`src/rtl/rriot_bus_master.sv`:
```
// ---------------------------------------------------------------------------
// rriot_bus_master
// Bus initiator for the 6530 RRIOT register/RAM/ROM map. It accepts one host
// request at a time over valid/ready and runs the matching 6502-style bus
// cycle. A read samples registered data when the peripheral raises bus_oe.
// The block then holds a response (read data, or an error on timeout) until
// the host takes it.
//
// Ports
//   phi2, rst_n               clock (rising edge), async active-low reset
//   req_valid/req_ready       host request handshake (ready is combinational)
//   req_we, req_rom           1=write / 1=ROM space (drives bus_rs_n low)
//   req_addr[9:0], req_wdata  target address and write data
//   rsp_valid/rsp_ready       response handshake
//   rsp_rdata[7:0], rsp_err   read data (0x00 write, 0xFF timeout), timeout flag
//   bus_cs1_n, bus_rs_n       chip select / ROM select, active low
//   bus_we_n                  0 = write cycle
//   bus_addr, bus_wdata       address and data to the peripheral
//   bus_rdata, bus_oe         data from the peripheral and its valid strobe
//
// States
//   state     | meaning
//   S_IDLE    | ready for a request, bus deselected
//   S_WR      | single write strobe cycle
//   S_RD_ADDR | read address phase, wait counter cleared
//   S_RD_WAIT | read select held, waiting for bus_oe or timeout
//   S_RESP    | response presented, waiting for rsp_ready
// ---------------------------------------------------------------------------
module rriot_bus_master #(
    parameter int TIMEOUT = 4
) (
    input  logic       phi2,
    input  logic       rst_n,
    input  logic       req_valid,
    output logic       req_ready,
    input  logic       req_we,
    input  logic       req_rom,
    input  logic [9:0] req_addr,
    input  logic [7:0] req_wdata,
    output logic       rsp_valid,
    input  logic       rsp_ready,
    output logic [7:0] rsp_rdata,
    output logic       rsp_err,
    output logic       bus_cs1_n,
    output logic       bus_rs_n,
    output logic       bus_we_n,
    output logic [9:0] bus_addr,
    output logic [7:0] bus_wdata,
    input  logic [7:0] bus_rdata,
    input  logic       bus_oe
);

    localparam int CNT_W = $clog2(TIMEOUT + 1);

    typedef enum logic [2:0] {
        S_IDLE,
        S_WR,
        S_RD_ADDR,
        S_RD_WAIT,
        S_RESP
    } state_t;

    state_t           state_q, state_d;
    logic [CNT_W-1:0] cnt_q, cnt_d;
    logic             cs1_n_q, cs1_n_d;
    logic             rs_n_q, rs_n_d;
    logic             we_n_q, we_n_d;
    logic [9:0]       addr_q, addr_d;
    logic [7:0]       wdata_q, wdata_d;
    logic [7:0]       rdata_q, rdata_d;
    logic             err_q, err_d;
    logic             rsp_valid_q, rsp_valid_d;
    logic             req_fire;

    assign req_ready = rst_n & (state_q == S_IDLE);
    assign req_fire  = req_valid & req_ready;

    always_comb begin
        state_d = state_q;
        cnt_d   = cnt_q;
        addr_d  = addr_q;
        wdata_d = wdata_q;
        rs_n_d  = rs_n_q;
        rdata_d = rdata_q;
        err_d   = err_q;

        case (state_q)
            S_IDLE: begin
                if (req_fire) begin
                    addr_d  = req_addr;
                    wdata_d = req_wdata;
                    rs_n_d  = ~req_rom;
                    state_d = req_we ? S_WR : S_RD_ADDR;
                end
            end
            S_WR: begin
                rdata_d = 8'h00;
                err_d   = 1'b0;
                state_d = S_RESP;
            end
            S_RD_ADDR: begin
                cnt_d   = '0;
                state_d = S_RD_WAIT;
            end
            S_RD_WAIT: begin
                // bus_oe is checked first so data arriving on the last allowed
                // cycle still wins over the timeout.
                if (bus_oe) begin
                    rdata_d = bus_rdata;
                    err_d   = 1'b0;
                    state_d = S_RESP;
                end else if (cnt_q == CNT_W'(TIMEOUT - 1)) begin
                    rdata_d = 8'hFF;
                    err_d   = 1'b1;
                    state_d = S_RESP;
                end else begin
                    cnt_d = cnt_q + CNT_W'(1);
                end
            end
            S_RESP: begin
                if (rsp_ready) begin
                    state_d = S_IDLE;
                end
            end
            default: state_d = S_IDLE;
        endcase

        // Bus strobes are decoded from the next state so they come from flops
        // and line up with the state they belong to.
        if (state_d == S_RESP) begin
            rs_n_d = 1'b1;
        end
        cs1_n_d     = !((state_d == S_WR) || (state_d == S_RD_ADDR) || (state_d == S_RD_WAIT));
        we_n_d      = (state_d != S_WR);
        rsp_valid_d = (state_d == S_RESP);
    end

    always_ff @(posedge phi2 or negedge rst_n) begin
        if (!rst_n) begin
            state_q     <= S_IDLE;
            cnt_q       <= '0;
            cs1_n_q     <= 1'b1;
            rs_n_q      <= 1'b1;
            we_n_q      <= 1'b1;
            addr_q      <= '0;
            wdata_q     <= '0;
            rdata_q     <= '0;
            err_q       <= 1'b0;
            rsp_valid_q <= 1'b0;
        end else begin
            state_q     <= state_d;
            cnt_q       <= cnt_d;
            cs1_n_q     <= cs1_n_d;
            rs_n_q      <= rs_n_d;
            we_n_q      <= we_n_d;
            addr_q      <= addr_d;
            wdata_q     <= wdata_d;
            rdata_q     <= rdata_d;
            err_q       <= err_d;
            rsp_valid_q <= rsp_valid_d;
        end
    end

    assign bus_cs1_n = cs1_n_q;
    assign bus_rs_n  = rs_n_q;
    assign bus_we_n  = we_n_q;
    assign bus_addr  = addr_q;
    assign bus_wdata = wdata_q;
    assign rsp_rdata = rdata_q;
    assign rsp_err   = err_q;
    assign rsp_valid = rsp_valid_q;

endmodule

```
`config.mk`:
```
export PLATFORM = sky130hd
export DESIGN_NAME = rriot_bus_master
export DESIGN_NICKNAME = d
export VERILOG_FILES = /design/src/rtl/rriot_bus_master.sv
export SDC_FILE = /design/constraint.sdc
export NUM_CORES = 1
export LEC_CHECK = 0
export ABC_AREA = 1
export CELL_PAD_IN_SITES_DETAIL_PLACEMENT = 1
export CELL_PAD_IN_SITES_GLOBAL_PLACEMENT = 2
export CORE_MARGIN = 2
export CORE_UTILIZATION = 26
export DETAILED_ROUTE_END_ITERATION = 12
export GPL_TIMING_DRIVEN = 0
export PLACE_DENSITY = 0.93
export REMOVE_ABC_BUFFERS = 1
export SLEW_MARGIN = 20
export SYNTH_ARGS = -nofsm -noshare
export SYNTH_HDL_FRONTEND = slang
export SYNTH_SLANG_ARGS = --single-unit
```
`constraint.sdc`:
```
create_clock -name phi2 -period 3.3 [get_ports phi2]
set_input_delay 0.33 -clock phi2 [delete_from_list [all_inputs] [get_ports phi2]]
set_output_delay 0.33 -clock phi2 [all_outputs]
set_load 0.005 [all_outputs]
```
==> impl_metrics.tcl <==
set metrics [dict create \
    fin_skew_ns 0.00716 \
    grt_max_degree 31 \
    crit_type "in -> out" \
    setup_viol 0 \
    max_cap_viol_count 0 \
    synthDistinctLibCells 24 \
    ys_seq_area_share_pct 59.1 \
    die_width_um 81.8 \
    syn2layout_area_growth_pct 50.1 \
    cts_tree "done" \
    post_cts_resized 0 \
    crit_slowest_cell "clkdlybuf4s50_1" \
    syn_area_sq_um 1570 \
    grt_usage_pct 13.5 \
    worstPathArrival_ns 2.62 \
    fp-row-count 28 \
    numCtsBuffers 5 \
    antenna_found_initial 0 \
    end_kind "output pin" \
    diodes 0 \
    whs_ns 0.444 \
    via_count 1392 \
    drtAntennaViolNets 0 \
    dieArea_sq_um 6690 \
    avgSynthCellArea_sq_um 9.09 \
    dp_hpwl_mm 2.86 \
    drive_gt1_share_pct 8.37 \
    grt_pass1_vias 1575 \
    start_util_pct 26.7 \
    cp-start-kind "primary input" \
    min_period_ns 2.95 \
    leakagePower_uw 0.00110 \
    gp_congestion 0.695 \
    htree_levels 2 \
    syn_inst 173 \
    hold_class "in -> async" \
    ys_warn_count 0 \
    worst_skew_pair.late_latency_ns 0.29 \
    worst-slew-pin-transition_ns 0.951 \
    dr.pass1.iters 3 \
    cp_data_required_time_ns 2.97 \
    slowest_delay_ns 0.63 \
    cts_root_buffer "clkbuf_8" \
    yosys_register_bits 37 \
    overflow 0 \
    path_clk_slew_ns 0.07 \
    pin_count 65 \
    grt_pass1_wl_mm 6.85 \
    viasPerCell 4.43 \
    fmax_mhz 339 \
    drc_errors 0 \
    drv_slew 0 \
    max_slew_margin_pct 36.4 \
    rsz0062_at_grt "false" \
    finalCritPeriodShare_pct 89.3 \
    fp.coreArea_sq_um 5890 \
    port_buffers 64 \
    nNetsFinal 273 \
    die_h_um 81.8 \
    cp_cell_sequence "dlygate4sd3_1, buf_2, buf_12, nand3_1, inv_1, clkdlybuf4s50_1" \
    crit_fanout 30 \
    hold_viol_final 0 \
    vdd_drop_max_mv 0.304 \
    status "completed" \
    wl_per_cell_um 13.0 \
    clockBufferDepth 2 \
    drt_iter0_drc 37 \
    totalPowerFinal_uw 1840 \
    powerDensity_nw_per_um2 778 \
    cts_sinks 37 \
    routed_wl_mm 4.07 \
    post_cts_buffers 0 \
]
what timing repair did:
item / in CTS / in global routing
hold buffers: 1 / 0
endpoints found under the hold margin: 10 / 0
setup endpoints to repair: 0 / 0
cell type report:
cell class              count  area [sq um]
multi-input cells         116           543
fillers                   692          3520
clock inverters             2          10.0
inverters                  12          46.3
clock buffers               6          72.6
flip-flops and latches     37           930
well taps                  75          93.8
repair buffers             66           666
kinds of logic after synthesis:
group,Yosys count,share of synthesized area [%]
AO/OA/AOI/OAI,21,7.48
AND/OR/NAND/NOR,93,25.5
adder cells (fa/ha/maj),2,1.59
buffers and inverters,20,6.36
flip-flops,37,59.1
metrics by stage:
step / setup WS, ns / area [sq um] / setup TNS, ns / utilization [%] / cells
floorplan: 1.81 / 1520 / 0 / - / 165
global placement: -0.573 / 2250 / -11.57 / 38.3 / 304
detailed placement: 0.454 / 2270 / 0 / 38.5 / 305
CTS: 0.275 / 2360 / 0 / 40.1 / 314
global route: 0.124 / 2360 / 0 / 40.1 / 314
finish: 0.352 / 2360 / 0 / 40.1 / 314
where the power goes:
| group | internal, uW | switching [uW] | leakage (uW) |
|---|---|---|---|
| clock network | 146 | 160 | 0.0000450 |
| registers | 647 | 109 | 0.000473 |
| logic | 426 | 348 | 0.000585 |
flip-flops by register name, summed over array words and instances (netlist names):
signal / count
cnt_q: 3
rsp_err: 1
bus_addr: 10
bus_wdata: 8
bus_we_n: 1
bus_cs1_n: 1
bus_rs_n: 1
rsp_valid: 1
state_q: 3
rsp_rdata: 8
worst max-delay path, delay by kind of cell:
family / cells / cell delay (ns)
buffers and inverters: 5 / 2.18
AND/OR/NAND/NOR: 1 / 0.10
worst paths after layout:
| kind | from | to | slack [ns] | cells after the start |
|---|---|---|---|---|
| worst min-delay path | rst_n | rsp_rdata[0] | 0.44 | 2 |
| worst max register to register | state_q[0] | state_q[1] | 1.48 | 5 |
| min in group phi2 | bus_wdata[1] | bus_wdata[1] | 0.48 | 2 |
| worst max-delay path | rst_n | req_ready | 0.35 | 6 |
| max in group asynchronous | rst_n | bus_cs1_n | 2.34 | 3 |
| worst min register to register | bus_wdata[1] | bus_wdata[1] | 0.48 | 2 |
metal layers:
layer	wire [um]	part of all wire (%)	GRT usage [%]	vias to the layer above
met5	0	0	0	-
met4	79	1.9	6.00	0
met3	293	7.2	4.18	7
met2	1970	48	24.3	45
met1	1730	42	14.4	657
li1	-	-	-	683
synth_stat cells:
cell type  number  area share [%]
or2_0           1            0.40
nand3_1        23             7.3
inv_1           9             2.1
o21ai_4         1             1.0
dfstp_2         3             5.0
nor3_2          1            0.64
nand2_1        63              15
nand4_1         1            0.40
buf_4           4             1.9
nand2_2         1            0.40
dfrtp_1        34              54
inv_2           2            0.48
o21ai_1        13             4.1
nand3_2         1            0.64
buf_1           1            0.24
o21ai_0         6             1.9
a31oi_1         1            0.40
buf_2           1            0.32
ha_1            2             1.6
clkinv_2        1            0.32
buf_6           1            0.72
nor2_1          1            0.24
clkbuf_1        1            0.24
nor2_2          1            0.40
cell usage in the layout, fill, tap and decap left out, drive strengths merged:
cell type	instances
o21ai	20
clkbuf	6
clkdlybuf4s50	63
a31oi	1
dlygate4sd3	1
clkinv	3
nand3	24
dfstp	3
nor3	1
or2	1
ha	2
buf	2
nand2	64
dfrtp	34
inv	11
nor2	2
nand4	1
Power figures use the tool's default switching activity.
